**src/rtl/dispatch_buffer.sv**
```systemverilog
// Circular instruction FIFO between decode and the issue queue.
// Optional same-cycle bypass into an empty buffer: define DISPATCH_BYPASS_EN.
module dispatch_buffer #(
    parameter int NUM_ENTRIES  = 4,
    parameter int ENTRY_WIDTH  = 2,
    parameter int AL_FUNC_W    = 4,
    parameter int REG_ADDR_LEN = 5
) (
    input  logic                    clk,
    input  logic                    reset,
    input  logic                    flush,
    input  logic                    in_valid,
    input  logic [AL_FUNC_W-1:0]    in_insn,
    input  logic [REG_ADDR_LEN-1:0] in_inp1,
    input  logic [REG_ADDR_LEN-1:0] in_inp2,
    input  logic [REG_ADDR_LEN-1:0] in_dst,
    output logic                    in_ready,
    input  logic                    iq_full,
    output logic                    load,
    output logic [AL_FUNC_W-1:0]    insn,
    output logic [REG_ADDR_LEN-1:0] inp1,
    output logic [REG_ADDR_LEN-1:0] inp2,
    output logic [REG_ADDR_LEN-1:0] dst,
    output logic [ENTRY_WIDTH:0]    count
);

    localparam int                  ITEM_W     = AL_FUNC_W + 3 * REG_ADDR_LEN;
    localparam logic [ENTRY_WIDTH:0] FULL_COUNT = (ENTRY_WIDTH + 1)'(NUM_ENTRIES);

    logic [ITEM_W-1:0]      r_mem [NUM_ENTRIES];
    logic [ENTRY_WIDTH-1:0] r_head;
    logic [ENTRY_WIDTH-1:0] r_tail;
    logic [ENTRY_WIDTH:0]   r_count;

    logic              w_empty;
    logic              w_full;
    logic              w_bypass;
    logic              w_push;
    logic              w_pop;
    logic [ITEM_W-1:0] w_in_item;
    logic [ITEM_W-1:0] w_out_item;

    assign w_in_item = {in_insn, in_inp1, in_inp2, in_dst};
    assign w_empty   = (r_count == '0);
    assign w_full    = (r_count == FULL_COUNT);

`ifdef DISPATCH_BYPASS_EN
    // An instruction arriving at an empty buffer goes straight out and is never stored.
    assign w_bypass = w_empty && in_valid && !iq_full && !flush && !reset;
`else
    assign w_bypass = 1'b0;
`endif

    assign in_ready = !w_full && !flush;
    assign w_pop    = !w_empty && !iq_full && !flush && !reset;
    assign load     = w_pop || w_bypass;
    assign w_push   = in_valid && in_ready && !w_bypass;
    assign count    = r_count;

    always_comb begin
        w_out_item = '0;
        if (!w_empty) begin
            w_out_item = r_mem[r_head];
        end else if (w_bypass) begin
            w_out_item = w_in_item;
        end
    end

    assign {insn, inp1, inp2, dst} = w_out_item;

    always_ff @(posedge clk or posedge reset) begin
        if (reset) begin
            r_head  <= '0;
            r_tail  <= '0;
            r_count <= '0;
        end else if (flush) begin
            r_head  <= '0;
            r_tail  <= '0;
            r_count <= '0;
        end else begin
            if (w_push) begin
                r_tail <= r_tail + ENTRY_WIDTH'(1);
            end
            if (w_pop) begin
                r_head <= r_head + ENTRY_WIDTH'(1);
            end
            case ({w_push, w_pop})
                2'b10:   r_count <= r_count + 1'b1;
                2'b01:   r_count <= r_count - 1'b1;
                default: r_count <= r_count;
            endcase
        end
    end

    // Payload storage carries no reset; validity is tracked by the pointers alone.
    always_ff @(posedge clk) begin
        if (w_push) begin
            r_mem[r_tail] <= w_in_item;
        end
    end

endmodule

```
**config.mk**
```make
export PLATFORM = sky130hd
export DESIGN_NAME = dispatch_buffer
export DESIGN_NICKNAME = d
export VERILOG_FILES = /design/src/rtl/dispatch_buffer.sv
export SDC_FILE = /design/constraint.sdc
export NUM_CORES = 1
export LEC_CHECK = 0
export ABC_AREA = 1
export BUFFER_PORTS_ARGS = -buffer_cell sky130_fd_sc_hd__buf_4
export CAP_MARGIN = 20
export CORE_ASPECT_RATIO = 0.75
export CORE_UTILIZATION = 47
export CTS_CLUSTER_SIZE = 8
export DETAILED_ROUTE_END_ITERATION = 7
export MAX_ROUTING_LAYER = met4
export PLACE_DENSITY = 0.67
export SLEW_MARGIN = 20
export SYNTH_ARGS = -nofsm -noshare
export SYNTH_HDL_FRONTEND = slang
export SYNTH_SLANG_ARGS = --single-unit
export TNS_END_PERCENT = 1
```
**constraint.sdc**
```tcl
create_clock -name clk -period 2.65 [get_ports clk]
set_clock_uncertainty 0.05 [all_clocks]
set_input_delay 0 -clock clk [delete_from_list [all_inputs] [get_ports clk]]
set_output_delay 0 -clock clk [all_outputs]
set_load 0.02 [all_outputs]
```
==> implementation parameters <==
Parameter                              Value

Floorplan
  Cell Rows ... 26
  Die Height ... 76.9 µm
  Chip width ... 102 µm
  # IOs ... 48
  Core Region ... 7030 µm²
  Initial core utilization ... 50.1%
  Die Area ... 7840 µm²

Detailed routing
  Final wirelength ... 7070 µm
  Met2 Wirelength ... 3360 µm
  Routed length on met3 ... 338 µm
  Met1 routed wirelength after detailed routing ... 3270 µm
  1st-pass router iterations ... 4
  Uppermost routed layer ... met4
  Count of antenna-violating nets left after detailed routing ... 0
  Post-detailed-route wirelength per cell ... 15.1 µm
  Initial detailed-routing violation count ... 168
  Via count ... 2346
  DRC ... 0
  Vias per Instance ... 5.02

Yosys
  Synth Register Bits ... 83
  Sequential element share of the synthesized area ... 69.8%
  Most common library cells after synthesis ... 82 x nor2_1, 76 x edfxtp_1, 38 x o21ai_0
  Portion of synthesized cell area occupied by the leading cell type ... 64.9%
  Synth Flop Type ... edfxtp_1
  Number of warnings issued by yosys ... 0
  Ys async rst share ... 8.43%
  Top post-synthesis cells by area ... edfxtp_1 65%, nor2_1 8.7%, o21ai_0 5.4%, dfrtp_1 5.0%, a21oi_1 3.0%
  Synth Net Count ... 319
  Cell count after synthesis ... 290
  Dominant cell type by area after synthesis ... edfxtp_1
  Most common cell in the synthesized netlist ... nor2_1
  Count of unique library cells instantiated by Yosys ... 27
  Average size of a mapped cell ... 12.1 µm²
  Number of enable flip-flop cells after synthesis ... 76
  Cell area after synthesis ... 3520 µm²

Clocking
  Clock edge transition at the registers on the reported setup and hold paths ... 0.08 ns
  Cts bufs inserted ... 9
  Clock root buffer ... clkbuf_8
  Maximum count of clock buffers along a single path ... 2
  Clock tree from TritonCTS ... yes
  Clock sink total ... 83
  Deepest level of the CTS H-tree ... 3
  Skew-Pair Late Insertion Delay ... 0.35 ns

STA
  Setup Total Neg Slack ... 0 ns
  Minimum clock period after layout ... 2.24 ns
  Normalized max-slew margin ... 50.1%
  RSZ-0062 raised after global routing ... false
  Transition time at the pin with the least slew margin ... 0.748 ns
  Worst-case setup margin in the final layout ... 0.414 ns
  Number of setup violations in the final report ... 0
  Final hold viol count ... 0
  Post-route fraction of the period consumed by the critical path ... 84.4%
  Final hold slack ... 0.108 ns
  Final Slew Violations ... 0
  Max Clock Freq ... 0.447 GHz

Flow run
  Max-cap violations ... 0

Power and ir drop
  Ratio of total power to cell area ... 819 nW/µm²
  Worst IR drop on VDD ... 0.473 mV
  Static Leakage ... 1.70 nW
  Final Power ... 3.61 mW

Worst hold path
  Worst hold path type ... in2async

GRT
  Number of antenna violations at the first check in global routing ... 0
  Maximum number of pins on one net before global-route repair ... 40
  Total gr overflow ... 0
  Global-route usage over all layers ... 20.1%
  Via count of the first global-routing pass ... 2236
  Wire length of the first global-routing pass ... 11100 µm

Finish
  Final nets ... 393
  Share of post-route cells with drive strength above 1 ... 23.8%
  Non-Filler Instances ... 467
  ANT cells ... 0
  Area growth from synthesis to final layout ... 25.3%

Worst setup path
  Maximum net fanout on the critical path ... 24
  Crit path required time ... 2.60 ns
  Nature of the critical path startpoint ... flop
  Arrival time at the worst endpoint ... 2.19 ns
  Worst setup EP type ... output port
  Critical Setup Path Class ... reg2out

Place
  Placed wire-length estimate after detailed placement ... 4190 µm
  IO buf count ... 47
  Number of cells in the design after placement ... 428
  Final estimated routing congestion in global placement ... 0.780
  Minimum setup slack after placement ... 0.650 ns

Run status
  Run status ... complete, no violations
-- critical path: stages, from the launching register on --
cell     delay [ns]
dfrtp_1        0.78
buf_4          0.38
nor2_1         0.08
nor2_1         0.10
o21ai_1        0.08
a21oi_1        0.22
buf_4          0.18
-- flip-flops by register name, indices dropped and copies added (netlist names) --
signal	cells
r_mem	76
count	3
r_head	2
r_tail	2
-- per-layer routing --
metal	vias to the layer above	track usage, %
li1	1150	-
met2	63	30.8
met5	-	-
met1	1119	25.3
met3	14	5.93
met4	0	7.43
-- through the flow --
step / util (%) / cell area, µm²
global placement: 56.4 / 3960
global route: 62.7 / 4410
floorplan: - / 3520
detailed placement: 56.4 / 3960
CTS: 62.7 / 4410
finish: 62.7 / 4410
-- placed cells by master (no fill, tap or decap), types with 4 or more instances in the layout --
cell | synthesis | final
nor2_2 | 1 | 5
nand2_4 | 5 | 5
nand2_1 | 7 | 7
nand3_1 | 8 | 8
buf_4 | 5 | 55
edfxtp_1 | 76 | 76
o21ai_1 | 4 | 4
dlygate4sd3_1 | 0 | 23
nor2_1 | 82 | 78
clkbuf_8 | 0 | 9
ha_1 | 4 | 4
o21ai_0 | 38 | 38
a21oi_1 | 21 | 21
dfrtp_1 | 7 | 7
inv_1 | 11 | 11
-- power breakdown --
part           switching (mW)  total, mW  internal (mW)
Combinational           0.652       1.05          0.397
Sequential             0.0638       1.58           1.52
Clock                   0.446      0.978          0.532
-- worst paths after layout --
check                           startpoint     endpoint  slack (ns)  cells after the start
worst min register to register   r_tail[0]    r_tail[0]        0.51                      1
worst max register to register    count[0]     count[2]        0.65                     12
max in group asynchronous            reset    r_tail[1]        2.22                      3
worst max-delay path             r_head[0]      inp1[0]        0.41                      6
worst min-delay path                 reset     count[1]        0.11                      3
min in group clk                in_inp2[3]  r_mem[0][8]        0.34                      2
-- kinds of logic after synthesis --
| group | count (synthesis) | synth area share [%] |
|---|---|---|
| AOI/OAI and AO/OA | 63 | 8.96 |
| xor gates and xnor gates | 1 | 0.249 |
| adders and majority gates | 5 | 1.99 |
| and+or+nand+nor | 109 | 14.5 |
| buffers and inverters | 29 | 4.48 |
| DFF | 83 | 69.8 |
-- area by class of cell --
class / count / area (µm²)
fillers: 576 / 2620
flip-flops and latches: 83 / 2460
multi-input cells: 178 / 913
repair buffers: 78 / 643
clock buffers: 10 / 128
well taps: 98 / 123
clock inverters: 6 / 90.1
inverters: 14 / 55.1
-- repair_timing --
| action | CTS | global route |
|---|---|---|
| setup buffers | 0 | 0 |
| resized for setup | 0 | 0 |
| hold endpoints to repair | 90 | 0 |
| hold buffers | 23 | 0 |
(Power assumes the default switching activity.)
